==> src/rtl/tdm_demux_1x8.sv <==
// TDM receive demux: rebuilds LANES parallel lanes from a framed sample stream.
// A shadow buffer collects one frame and publishes it to dout in a single update.
module tdm_demux_1x8 #(
    parameter int WIDTH = 8,
    parameter int LANES = 8,
    parameter int SELW  = $clog2(LANES)
) (
    input  logic                   clk,
    input  logic                   rst,
    input  logic [WIDTH-1:0]       din,
    input  logic                   din_valid,
    input  logic                   frame_sync,
    output logic [LANES*WIDTH-1:0] dout,
    output logic                   frame_valid,
    output logic [SELW-1:0]        lane_sel,
    output logic                   sync_err
);

    typedef enum logic {HUNT, RUN} state_t;

    state_t                          state_q, state_d;
    logic [SELW-1:0]                 lane_sel_q, lane_sel_d;
    logic [LANES-2:0][WIDTH-1:0]     shadow_q, shadow_d;
    logic [LANES*WIDTH-1:0]          dout_q, dout_d;
    logic                            frame_valid_q, frame_valid_d;
    logic                            sync_err_q, sync_err_d;

    logic last_lane;
    assign last_lane = (lane_sel_q == SELW'(LANES - 1));

    always_comb begin
        state_d       = state_q;
        lane_sel_d    = lane_sel_q;
        shadow_d      = shadow_q;
        dout_d        = dout_q;
        frame_valid_d = 1'b0;
        sync_err_d    = 1'b0;

        if (din_valid) begin
            unique case (state_q)
                HUNT: begin
                    if (frame_sync) begin
                        shadow_d[0] = din;
                        lane_sel_d  = SELW'(1);
                        state_d     = RUN;
                    end
                end
                RUN: begin
                    if (frame_sync) begin
                        // Early sync restarts the frame; stale lanes are
                        // overwritten before dout can be loaded again.
                        shadow_d[0] = din;
                        lane_sel_d  = SELW'(1);
                        sync_err_d  = (lane_sel_q != '0);
                    end else if (lane_sel_q == '0) begin
                        sync_err_d = 1'b1;
                        state_d    = HUNT;
                    end else begin
                        for (int i = 1; i < LANES - 1; i++) begin
                            if (lane_sel_q == SELW'(i)) begin
                                shadow_d[i] = din;
                            end
                        end
                        lane_sel_d = lane_sel_q + SELW'(1);
                        if (last_lane) begin
                            dout_d        = {din, shadow_q};
                            frame_valid_d = 1'b1;
                        end
                    end
                end
                default: state_d = HUNT;
            endcase
        end
    end

    always_ff @(posedge clk or posedge rst) begin
        if (rst) begin
            state_q       <= HUNT;
            lane_sel_q    <= '0;
            shadow_q      <= '0;
            dout_q        <= '0;
            frame_valid_q <= 1'b0;
            sync_err_q    <= 1'b0;
        end else begin
            state_q       <= state_d;
            lane_sel_q    <= lane_sel_d;
            shadow_q      <= shadow_d;
            dout_q        <= dout_d;
            frame_valid_q <= frame_valid_d;
            sync_err_q    <= sync_err_d;
        end
    end

    assign dout        = dout_q;
    assign frame_valid = frame_valid_q;
    assign lane_sel    = lane_sel_q;
    assign sync_err    = sync_err_q;

endmodule
==> config.mk <==
export PLATFORM = sky130hd
export DESIGN_NAME = tdm_demux_1x8
export DESIGN_NICKNAME = d
export VERILOG_FILES = /design/src/rtl/tdm_demux_1x8.sv
export SDC_FILE = /design/constraint.sdc
export NUM_CORES = 1
export LEC_CHECK = 0
export BUFFER_PORTS_ARGS = -buffer_cell sky130_fd_sc_hd__buf_4
export CAP_MARGIN = 25
export CORE_ASPECT_RATIO = 1.5
export CORE_MARGIN = 2
export CORE_UTILIZATION = 45
export CTS_BUF_LIST = sky130_fd_sc_hd__clkbuf_2
export CTS_CLUSTER_SIZE = 25
export DETAILED_ROUTE_END_ITERATION = 8
export PLACE_DENSITY_LB_ADDON = 0.3
export SKIP_LAST_GASP = 1
export SLEW_MARGIN = 20
export SYNTH_ARGS = -nofsm -noshare
export SYNTH_HDL_FRONTEND = slang
export SYNTH_SLANG_ARGS = --single-unit
==> constraint.sdc <==
create_clock -name clk -period 5.5 [get_ports clk]
set_input_delay 0 -clock clk [delete_from_list [all_inputs] [get_ports clk]]
set_output_delay 0 -clock clk [all_outputs]
set_load 0.005 [all_outputs]
Yosys cells after proc, flatten, opt, wreduce, memory -nomap -nowiden
Index checks and enable logic that the tools add are counted.

Bits in registers: 126. Bits of input ports: 12. Output and inout bits: 69. Logic and storage cells: 54.

$add $sub $neg: 1. Eq/ne operators: 9. Multiplexer cells: 18. Bitwise gates (word level): 3. Reduce and logical (&&, ||, !) cells: 11.

Operators by type and width (number): AND reduction 5 bit (7); equality test 3 bit, second input constant (4); 2-to-1 mux 1 bit (12); 2-to-1 mux 3 bit (3); 2-to-1 mux 8 bit (1); equality test 3 x 2 -> 1 bit, second input constant (2); one-hot mux 3 bit (2 select lines) (1); adder 3 x 1 -> 3 bit, second input constant (1); equality test 3 x 1 -> 1 bit, second input constant (1); logical NOT 3 bit (1); != test 3 bit, second input constant (1); inverter 1 bit (3); AND reduction 3 bit (1); nonzero test 3 bit (1); != test 2 bit, second input constant (1); one-hot mux 1 bit (2 select lines) (1); AND reduction 2 bit (1).

Depth between registers and ports, before layout
Gate-level depths: netlist (run 1).

Word-level depth: 6. Mapped depth: 8. Depth with buffers taken out: 7.

Least setup slack after synthesis (run 1)
OpenSTA, ideal clock, no wires.

Path kind: register to register. Start: reg lane_sel_q[0] (netlist: lane_sel[0]). End: reg shadow_q[40] (netlist bit). Library setup time: 125 ps. Arrival: 1974 ps. Required time: 5375 ps. Setup slack: 3401 ps. Cell stages (with the launch flop): 9. Buffers on the path: 1. Clock period less this slack: 2099 ps. Path through: dfrtp_1 -> inv_1 -> ha_1 -> nand2b_1 -> ha_1 -> buf_4 -> nand3_2 -> nor2_2 -> mux2_2.

Longest elaborated chain between the ends: 3. Elaborated cells between the ends (all ways): 4. Classes of those cells: 1 x eq/ne; 1 x bitwise; 2 x reduce/logical.

Ends and longest elaborated chain: start, declared (RTL line 22) `logic [SELW-1:0] lane_sel_q, lane_sel_d;`; start signal, assigned (RTL line 86) `lane_sel_q <= lane_sel_d;`; logical NOT 3 bit (RTL line 55) `end else if (lane_sel_q == '0) begin`; inverter 1 bit (no source line); AND reduction 5 bit (no source line) *; end signal, assigned (RTL line 87) `shadow_q <= shadow_d;`; end, declared (RTL line 23) `logic [LANES-2:0][WIDTH-1:0] shadow_q, shadow_d;`.

Every way passes the cells marked *; elsewhere a longest branch is shown, timed or not. A chain may end at the register's enable or synchronous reset.

Worst setup path after layout (run 1)
Start: reg lane_sel_q[0] (netlist: lane_sel[0]). End: reg dout_q[46] (netlist: dout[46]).

Longest elaborated chain between the ends: 3. Elaborated cells between the ends (all ways): 4. Classes of those cells: 1 x eq/ne; 1 x bitwise; 2 x reduce/logical.

Ends and longest elaborated chain: logical NOT 3 bit (RTL line 55); inverter 1 bit (no source line); AND reduction 5 bit (no source line) *; end signal, assigned (RTL line 88) `dout_q <= dout_d;`; end, declared (RTL line 24) `logic [LANES*WIDTH-1:0] dout_q, dout_d;`.

Marked as above.

==> results of run 1 <==
-- power by group through the flow --
stage / logic, mW / clock network (mW) / registers [mW]
after global placement: 0.710 / 0 / 1.40
after CTS: 0.751 / 0.589 / 1.39
after global routing: 0.806 / 0.622 / 1.43
final: 0.742 / 0.570 / 1.39
after detailed placement: 0.739 / 0 / 1.41
after floorplan: 0.455 / 0 / 1.36
-- cell families after synthesis --
family,after synthesis
flip-flops,126
adder cells (fa/ha/maj),7
multiplexers,120
AND/OR/NAND/NOR,23
AO/OA/AOI/OAI,6
buffers and inverters,15
-- placed cells by master (no fill, tap or decap), types with 3 or more instances in the layout --
master,netlist,final
nand2_1,5,5
dlygate4sd3_1,0,12
dfrtp_1,126,126
ha_1,7,7
mux2_4,60,60
mux2_2,59,59
buf_4,3,82
clkinv_2,0,3
bufinv_16,0,3
clkinv_1,0,4
clkbuf_2,0,22
inv_1,6,5
-- worst max-delay path, cell delays in order, from the launching register on --
cell,delay (ns)
dfrtp_1,0.47
inv_1,0.11
ha_1,0.28
nand2b_1,0.22
ha_1,0.45
nand4_4,0.39
buf_12,0.34
buf_4,0.29
mux2_4,0.34
-- sequential cells by signal (all words and copies together), names as in the netlist --
name	flops
dout	64
shadow_q	56
lane_sel	3
frame_valid	1
state_q	1
sync_err	1
-- metrics by stage --
step	hold WS, ns	area (sq um)	utilization, %	worst slack [ns]
3_3_place_gp	0.2202	5882	52.92	2.233
4_1_cts	0.01367	6252	56.25	2.502
3_5_place_dp	0.2330	5902	53.10	2.521
5_1_grt	0.06977	6255	56.28	2.328
6_report	0.05959	6255	56.28	2.486
2_1_floorplan	0.08907	5170	-	2.144
-- layout make-up --
class                           instances  share of cell area (%)
Clock inverter                         10                   1.920
Inverter                                6                  0.4001
Clock buffer                           22                   1.760
Sequential cell                       126                   50.41
Tap cell                              147                   2.941
Timing Repair Buffer                   95                   12.08
Antenna cell                            1                 0.04001
Multi-Input combinational cell        156                   30.45
-- routing by layer --
metal  share of wire, %  GRT usage, %  up-vias
met5                  0             0        -
li1                   -             -     1269
met1                 41         20.67     1435
met2                 54         30.02       75
met3                4.4         5.231       12
met4                1.5         6.145        0
-- final timing paths --
check                                    startpoint                        to  slack (ns)
setup / recovery            lane_sel[0]$_DFFE_PP0P_      dout[46]$_DFFE_PP0P_        2.49
hold / removal                                  rst       dout[9]$_DFFE_PP0P_        0.06
setup reg to reg            lane_sel[0]$_DFFE_PP0P_      dout[46]$_DFFE_PP0P_        2.49
hold reg to reg            shadow_q[18]$_DFFE_PP0P_  shadow_q[18]$_DFFE_PP0P_        0.51
max in group asynchronous                       rst  shadow_q[45]$_DFFE_PP0P_        4.20
min in group clk                         frame_sync   lane_sel[1]$_DFFE_PP0P_        0.15
==> results.rst, run 1 <==
.. list-table::
   :header-rows: 1

   * - Metric
     - Value
   * - Number of global-route vias before repair
     - 3030
   * - Final routed wire length divided by cell count
     - 17.72 um
   * - DP HPWL
     - 6.725 mm
   * - Die ar.
     - 12380 sq um
   * - Count of buffers from port buffering
     - 80
   * - Die boundary width
     - ~92 um
   * - Worst R2R Path Depth
     - 8
   * - Worst path required time
     - 6.04 ns
   * - Cell type with the largest total area after synthesis
     - dfrtp_1
   * - Path category of the worst min-delay check
     - in2async
   * - Initial DRC count
     - 77
   * - Final setup violating endpoints
     - 0
   * - Footprint of the multi-input gates
     - about 1900 sq um
   * - YS warnings
     - 0
   * - Sw power
     - 753.1 uW
   * - Layout Area Growth over Synthesis
     - 20.98%
   * - Fraction of final layout cells with drive strength greater than 1
     - about three fifths
   * - Design internal power
     - around 2 mW
   * - Sequential cell area in the final layout
     - 3153 sq um
   * - Setup tns final
     - 0 ns
   * - Gate count of the mapped netlist
     - 297
   * - Syn avg cell area
     - about 17 sq um
   * - H-tree levels
     - 4
   * - Post-synthesis instance area
     - 5170 sq um
   * - Vias post-DR
     - about 2800
   * - Final cycle utilization of the critical path
     - 54.80%
   * - CTS hold repair buffers
     - 12
   * - Arithmetic-cell share of the synthesized area counting full adders, half adders and majority gates
     - between 1.5 and 2%
   * - Total Power Consumption
     - 2.701 mW
   * - Cell types occupying the most area after synthesis
     - dfrtp_1 (61%), mux2_4 (17%), mux2_2 (13%)
   * - Post-synth EDFFs
     - 0
   * - Dominant cell by count in the synthesized netlist
     - dfrtp_1
   * - Remaining number of nets flagged by the antenna check after routing
     - 0
   * - Clock network power share
     - 21.1%
   * - Clock buffers created by TritonCTS
     - 17
   * - Starting utilization of the core area
     - between 40 and 50%
   * - Wire length reported by the detailed router
     - between 9 and 10 mm
   * - Share of synthesized registers carrying an async set or reset
     - 100.0%
   * - Worst Clk Skew
     - 0.01620 ns
   * - Dominant combinational cell family by area after synthesis
     - multiplexers
   * - Period minus WS final
     - 3.014 ns
   * - Final RePlAce weighted congestion
     - 0.8063
   * - Total iterations of the first detailed-routing run
     - 4
   * - Count of distinct cell types in the synthesized netlist
     - 27
   * - Area fraction in compound gates after synthesis
     - less than 1%
   * - Buffer count from post-CTS setup fixing
     - 0
   * - CTS Root Cell
     - clkbuf_2
   * - Xor/xnor cell area share of the yosys netlist
     - 0%
   * - Number of instances in the placed design
     - 518
   * - Number of clock sinks
     - between 100 and 150
   * - Pins over their slew limit
     - 0
   * - Final non-filler cell total
     - 563
   * - Worst Tran Pin Value
     - 0.8377 ns
   * - RSZ-0062 raised after global routing
     - false
   * - Result of the run
     - finished clean
   * - Resize count post-CTS
     - 0
   * - PD cells
     - 431.9 nW/um^2
   * - Die span in y
     - 135.3 um
   * - GR Util All Layers
     - 17.43%
   * - Top cell type's share of synthesized area
     - between 60% and 70%
   * - Nets in the synthesized netlist
     - 316
   * - Remaining max-slew budget at the tightest pin
     - 44.15%
   * - Maximum number of pins on one net before global-route repair
     - roughly 70
   * - Antenna violations before repair
     - 1
   * - Post-synth top flop
     - dfrtp_1
   * - Crit end category
     - flop
   * - Switching portion of total power
     - about 28%
   * - Fmax
     - 0.3318 GHz
   * - Commonest cells in the netlist
     - dfrtp_1 (126), mux2_4 (60), mux2_2 (59)
   * - Via density
     - 4.957
   * - Longest Clk Path Bufs
     - 2
   * - Combinational Power Share
     - 27.5%
   * - Worst setup SP type
     - flop
   * - CTS tree
     - yes
   * - # rows
     - 47
   * - DRC violation count after routing
     - 0
   * - Synthesis-stage register bit count
     - 126
   * - Maximum fanout encountered on the critical timing path
     - 29
   * - Category of the critical setup timing path
     - reg2reg
   * - Max-capacitance violation count
     - 0
   * - Clock latency on the worst-skew pair
     - 0.65 ns
   * - Filler Cell Count
     - 948
   * - Placeable core region
     - 11110 sq um
   * - # IOs
     - 81
   * - Sequential element share of the synthesized area
     - 60.99%
   * - Synthesized-area fraction occupied by and/or/nand/nor cells
     - 3.824%
   * - Final-report hold violation count
     - 0
   * - Arrival @ worst endpoint
     - between 3 and 4 ns
   * - Count of nets after finishing
     - 421
   * - Reg clk slew, reported paths
     - about 0.17 ns
   * - Reported leakage power
     - 3.341 nW
   * - Part of the power in registers
     - slightly above 50%
   * - Peak supply drop
     - 214.1 uV
   * - Remaining global-route overflow
     - 0
   * - Share of synthesized area spent on multiplexers
     - 30.49%
   * - Global-route wire length before repair
     - 16.28 mm
No activity file was read; power rests on OpenSTA's default activity.
==> inputs of run 2 (changes only) <==
clock period = 3.1 ns   (was 5.5 ns; I/O delays follow)
==> results.rst, run 2 (synthesis gave the netlist of run 1 again) <==
.. list-table::
   :header-rows: 1

   * - Metric
     - Value
   * - Clock latency on the worst-skew pair
     - about 0.64 ns
   * - Register-to-register setup slack
     - 0.51 ns
   * - Initial DRC count
     - 147
   * - Remaining max-slew budget at the tightest pin
     - 64.08%
   * - Final non-filler cell total
     - about 570
   * - Final design utilization
     - 57.27%
   * - Worst path cell trace
     - inv_1, ha_1, nand2b_1, ha_1, nand4_4, buf_12, mux2_4
   * - Post-route standard cell area excluding fillers
     - 6365 sq um
   * - Top library cells by usage in the layout, fill and taps aside
     - dfrtp_1 (126), buf_4 (83), mux2_4 (60)
   * - Pins over their slew limit
     - 0
   * - Remaining number of nets flagged by the antenna check after routing
     - 0
   * - Worst setup SP type
     - flop
   * - Fmax
     - 0.3858 GHz
   * - CTS Root Cell
     - clkbuf_2
   * - Cell with the most instances on the worst path
     - ha_1
   * - Slowest stage delay, CP
     - ~0.47 ns
   * - Period minus WS final
     - 2.592 ns
   * - Final worst slack
     - 0.5078 ns
   * - Final-report hold violation count
     - 0
   * - Count of buffers from port buffering
     - 80
   * - Worst path required time
     - 3.62 ns
   * - Final RePlAce weighted congestion
     - between 0.8 and 0.9
   * - Crit end category
     - flop
   * - DRC violation count after routing
     - 0
   * - Placement Setup Slack
     - ~0.53 ns
   * - Fraction of final layout cells with drive strength greater than 1
     - a little under 60%
   * - Die ar.
     - about 12000 sq um
   * - Footprint of the multi-input gates
     - 1904 sq um
   * - RSZ-0062 raised after global routing
     - false
   * - Launch point of the worst reg-to-reg path
     - lane_sel[0]$_DFFE_PP0P_
   * - Final routed wire length divided by cell count
     - about 18 um
   * - Vias post-DR
     - about 2800
   * - Placeable core region
     - 11110 sq um
   * - Number of instances in the placed design
     - about 520
   * - Combined buffer and inverter count along the critical path
     - 2
   * - PD cells
     - 774.2 nW/um^2
   * - Worst R2R Path Depth
     - 7
   * - WHS Endpoint
     - lane_sel[1]$_DFFE_PP0P_
   * - # rows
     - 47
   * - Number of clock sinks
     - 126
   * - Peak supply drop
     - 357.1 uV
   * - Count of nets after finishing
     - about 430
   * - CTS tree
     - yes
   * - Filler Cell Count
     - 881
   * - DP Area
     - just under 6000 sq um
   * - Max-capacitance violation count
     - 0
   * - Arrival @ worst endpoint
     - 3.12 ns
   * - Number of global-route vias before repair
     - roughly 3000
   * - Global-route wire length before repair
     - 16.45 mm
   * - Die span in y
     - 135.3 um
   * - Startpoint of the most critical hold path
     - frame_sync
   * - Worst Clk Skew
     - around 0.030 ns
   * - Clock buffers created by TritonCTS
     - 17
   * - Sequential cell area in the final layout
     - 3153 sq um
   * - Die boundary width
     - 91.52 um
   * - Max FFs per register
     - 64
   * - Maximum number of pins on one net before global-route repair
     - 63
   * - Worst Tran Pin Value
     - 0.5377 ns
   * - Reported leakage power
     - ~3.4 nW
   * - Final cycle utilization of the critical path
     - 83.62%
   * - Reg clk slew, reported paths
     - 0.18 ns
   * - DP HPWL
     - 6.845 mm
   * - Remaining global-route overflow
     - 0
   * - Total iterations of the first detailed-routing run
     - 7
   * - GR Util All Layers
     - 17.59%
   * - Endpoint of the most critical register-to-register path
     - dout[2]$_DFFE_PP0P_
   * - Wire length reported by the detailed router
     - 10.02 mm
   * - Layout Area Growth over Synthesis
     - 23.11%
   * - Maximum fanout encountered on the critical timing path
     - 33
   * - Kind of cell adding the most delay to the critical path
     - simple AND/OR/NAND/NOR gates
   * - Number of cells on the worst hold path
     - 3
   * - Starting utilization of the core area
     - 46.52%
   * - H-tree levels
     - 4
   * - Result of the run
     - finished clean
   * - Most common cell after layout, fill and taps aside
     - dfrtp_1
   * - Setup tns final
     - 0 ns
   * - Final setup violating endpoints
     - 0
   * - Via density
     - ~5.0
   * - Resize count post-CTS
     - 0
   * - Path category of the worst min-delay check
     - in2reg
   * - Longest Clk Path Bufs
     - 2
   * - Antenna violations before repair
     - 1
   * - Critical-path top delay cell
     - dfrtp_1
   * - Category of the critical setup timing path
     - reg2reg
   * - # IOs
     - a little over 80
[run 2: metal layers]
| layer | vias to the layer above | GRT usage [%] | part of all wire, % |
|---|---|---|---|
| li1 | 1288 | - | - |
| met1 | 1461 | 21.91 | 42 |
| met2 | 62 | 29.82 | 53 |
| met3 | 7 | 3.617 | 3.3 |
| met5 | - | 0 | 0 |
| met4 | 0 | 7.323 | 1.3 |
[run 2: cell type report]
type / count / area share (%)
sequential: 126 / 49.54
multi-input combinational: 156 / 29.92
timing repair buffer: 99 / 12.78
clock inverter: 15 / 3.086
tap: 147 / 2.890
clock buffer: 17 / 1.337
inverter: 6 / 0.4128
antenna: 1 / 0.03932
[run 2: worst register-to-register path, cell delays in order, from the launching register on]
cell	delay [ns]
dfrtp_1	0.47
inv_1	0.11
ha_1	0.27
nand2b_1	0.20
ha_1	0.25
nand4_4	0.45
buf_12	0.39
mux2_4	0.35
[run 2: through the flow]
stage | total power [mW] | hold slack, ns
3_5_place_dp | 3.827 | 0.06889
6_report | 4.928 | 0.1538
2_1_floorplan | 3.221 | 0.08907
5_1_grt | 5.230 | 0.09092
3_3_place_gp | 3.760 | 0.2217
4_1_cts | 4.992 | 0.07793
[run 2: report_power, final]
group / internal (mW) / switching (mW)
Combinational: 0.877 / 0.459
Clock: 0.526 / 0.613
Sequential: 2.14 / 0.317
Total: 3.54 / 1.39
[run 2: repair_timing]
item                       in CTS  in global routing
setup endpoints to repair       0                  0
setup buffers                   0                  0
hold buffers                   13                  0
hold endpoints to repair      196                  0
[run 2: worst max path at each step]
stage                            start                       end  slack, ns  cells past startpoint
2_1_floorplan  lane_sel[0]$_DFFE_PP0P_  shadow_q[40]$_DFFE_PP0P_       1.00                      8
3_3_place_gp   lane_sel[0]$_DFFE_PP0P_      dout[15]$_DFFE_PP0P_       0.66                      7
3_5_place_dp   lane_sel[0]$_DFFE_PP0P_      dout[15]$_DFFE_PP0P_       0.53                      7
4_1_cts        lane_sel[0]$_DFFE_PP0P_      dout[15]$_DFFE_PP0P_       0.49                      7
5_1_grt        lane_sel[0]$_DFFE_PP0P_      dout[15]$_DFFE_PP0P_       0.32                      7
6_report       lane_sel[0]$_DFFE_PP0P_       dout[2]$_DFFE_PP0P_       0.51                      7
==> inputs of run 3 (changes only) <==
clock period = 2.15 ns   (was 3.1 ns; I/O delays follow)
==> results.rst, run 3 (synthesis gave the netlist of run 1 again) <==
.. list-table::
   :header-rows: 1

   * - Metric
     - Value
   * - Result of the run
     - finished clean
   * - RSZ-0062 raised after global routing
     - false
   * - Number of clock sinks
     - 126
   * - Final design utilization
     - 57.94%
   * - DP HPWL
     - 7.022 mm
   * - Maximum number of pins on one net before global-route repair
     - 40
   * - Peak supply drop
     - between 500 and 600 uV
   * - Die span in y
     - 135.3 um
   * - Starting utilization of the core area
     - around 47%
   * - # IOs
     - 81
   * - Combinational Power Share
     - 28.3%
   * - Final routed wire length divided by cell count
     - 18.06 um
   * - Cell with the most instances on the worst path
     - ha_1
   * - H-tree levels
     - 4
   * - CTS tree
     - yes
   * - DRC violation count after routing
     - 0
   * - Global-route wire length before repair
     - 16.87 mm
   * - Final-report hold violation count
     - 0
   * - Critical-path top delay cell
     - dlygate4sd3_1
   * - Worst path required time
     - 2.69 ns
   * - Number of cells on the worst hold path
     - 3
   * - Slowest stage delay, CP
     - 0.58 ns
   * - Reg clk slew, reported paths
     - roughly 0.18 ns
   * - Clock network power share
     - 22.3%
   * - Max FFs per register
     - 64
   * - GR Util All Layers
     - 17.80%
   * - Max-capacitance violation count
     - 0
   * - Post-route standard cell area excluding fillers
     - 6440 sq um
   * - Clock buffers created by TritonCTS
     - 17
   * - Final setup violating endpoints
     - 0
   * - Maximum fanout encountered on the critical timing path
     - 4
   * - Worst Clk Skew
     - 0.03447 ns
   * - Antenna violations before repair
     - 1
   * - Arrival @ worst endpoint
     - approximately 2.6 ns
   * - Initial DRC count
     - 109
   * - Part of the power in registers
     - about half
   * - PD cells
     - between 1000 and 1500 nW/um^2
   * - Worst R2R Path Depth
     - 7
   * - Remaining global-route overflow
     - 0
   * - Layout Area Growth over Synthesis
     - 24.56%
   * - Wire length reported by the detailed router
     - 10.38 mm
   * - Placeable core region
     - 11110 sq um
   * - Kind of cell adding the most delay to the critical path
     - buffers and inverters
   * - Count of nets after finishing
     - 433
   * - Final cycle utilization of the critical path
     - between 90% and 100%
   * - Clock latency on the worst-skew pair
     - 0.65 ns
   * - Sw power
     - 2.012 mW
   * - Count of buffers from port buffering
     - 80
   * - Pins over their slew limit
     - 0
   * - Die boundary width
     - 91.52 um
   * - Worst setup SP type
     - flop
   * - Die ar.
     - 12380 sq um
   * - Worst path cell trace
     - buf_4, ha_1, ha_1, nor2_1, a22oi_1, o22ai_1, dlygate4sd3_1
   * - Buffer count from post-CTS setup fixing
     - 0
   * - Via density
     - roughly 5
   * - Path category of the worst min-delay check
     - in2reg
   * - Fraction of final layout cells with drive strength greater than 1
     - between 50% and 60%
   * - Most common cell after layout, fill and taps aside
     - dfrtp_1
   * - Fmax
     - roughly 0.49 GHz
   * - Design internal power
     - 5.151 mW
   * - Final non-filler cell total
     - roughly 580
   * - Remaining max-slew budget at the tightest pin
     - 53.13%
   * - Final worst slack
     - 0.09477 ns
   * - Number of global-route vias before repair
     - 3128
   * - Longest Clk Path Bufs
     - 2
   * - Period minus WS final
     - 2.055 ns
   * - DP Area
     - 6036 sq um
   * - Top library cells by usage in the layout, fill and taps aside
     - dfrtp_1 (126), buf_4 (89), mux2_4 (60)
   * - Switching portion of total power
     - roughly 28%
   * - Worst Tran Pin Value
     - 0.7016 ns
   * - Vias post-DR
     - ~2900
   * - # rows
     - 47
   * - Setup tns final
     - 0 ns
   * - CTS Root Cell
     - clkbuf_2
   * - Number of instances in the placed design
     - 529
   * - Crit end category
     - flop
   * - Category of the critical setup timing path
     - reg2reg
   * - Logic depth of the worst setup path including buffers
     - 7
   * - Reported leakage power
     - between 3 and 4 nW
   * - Placement Setup Slack
     - 0.03117 ns
   * - Final-layout worst hold slack
     - 0.1532 ns
   * - Total iterations of the first detailed-routing run
     - 4
   * - Total Power Consumption
     - between 7 and 8 mW
   * - Final RePlAce weighted congestion
     - 0.8365
   * - Remaining number of nets flagged by the antenna check after routing
     - 0
   * - Combined buffer and inverter count along the critical path
     - 2
==> run 3: final timing paths <==
check	end	slack [ns]	start
max	lane_sel[2]$_DFFE_PP0P_	0.09	lane_sel[1]$_DFFE_PP0P_
min	lane_sel[1]$_DFFE_PP0P_	0.15	frame_sync
max reg2reg	lane_sel[2]$_DFFE_PP0P_	0.09	lane_sel[1]$_DFFE_PP0P_
min reg2reg	dout[27]$_DFFE_PP0P_	0.51	shadow_q[27]$_DFFE_PP0P_
max in group asynchronous	shadow_q[45]$_DFFE_PP0P_	0.80	rst
min in group asynchronous	shadow_q[31]$_DFFE_PP0P_	0.57	rst
==> run 3: per-layer routing <==
layer	up-vias	GRT usage (%)	part of all wire, %
met3	7	4.452	3.2
met5	-	0	0
li1	1293	-	-
met2	58	29.86	51
met1	1497	22.63	44
met4	0	5.808	1.0
==> run 3: what timing repair did <==
| item | CTS | global route |
|---|---|---|
| pin swaps | 0 | 0 |
| hold endpoints to repair | 196 | 0 |
| endpoints found under the setup margin | 2 | 19 |
| resized for setup | 1 | 1 |
| hold buffers | 13 | 0 |
==> run 3: layout make-up <==
cell class	count	area (sq um)
Inverter	6	26.28
Clock buffer	18	90.09
Clock inverter	14	173.9
Tap cell	147	183.9
Timing Repair Buffer	107	898.4
Antenna cell	1	2.502
Multi-Input combinational cell	156	1912
Fill cell	893	4674
Sequential cell	126	3153
==> run 3: worst reg2reg max path: cells and delay by family, from the launching register on <==
family	cells	cell delay (ns)
flip-flops	1	0.42
buffers and inverters	2	0.73
AO/OA/AOI/OAI	2	0.27
adder cells (fa/ha/maj)	2	0.51
AND/OR/NAND/NOR	1	0.04
==> run 3: power groups by stage <==
stage	Sequential (mW)	Clock, mW	Combinational [mW]
after floorplan	3.48	0	1.16
after global placement	3.56	0	1.95
after detailed placement	3.59	0	2.01
after CTS	3.54	1.65	2.06
after global routing	3.63	1.75	2.20
final	3.54	1.60	2.03
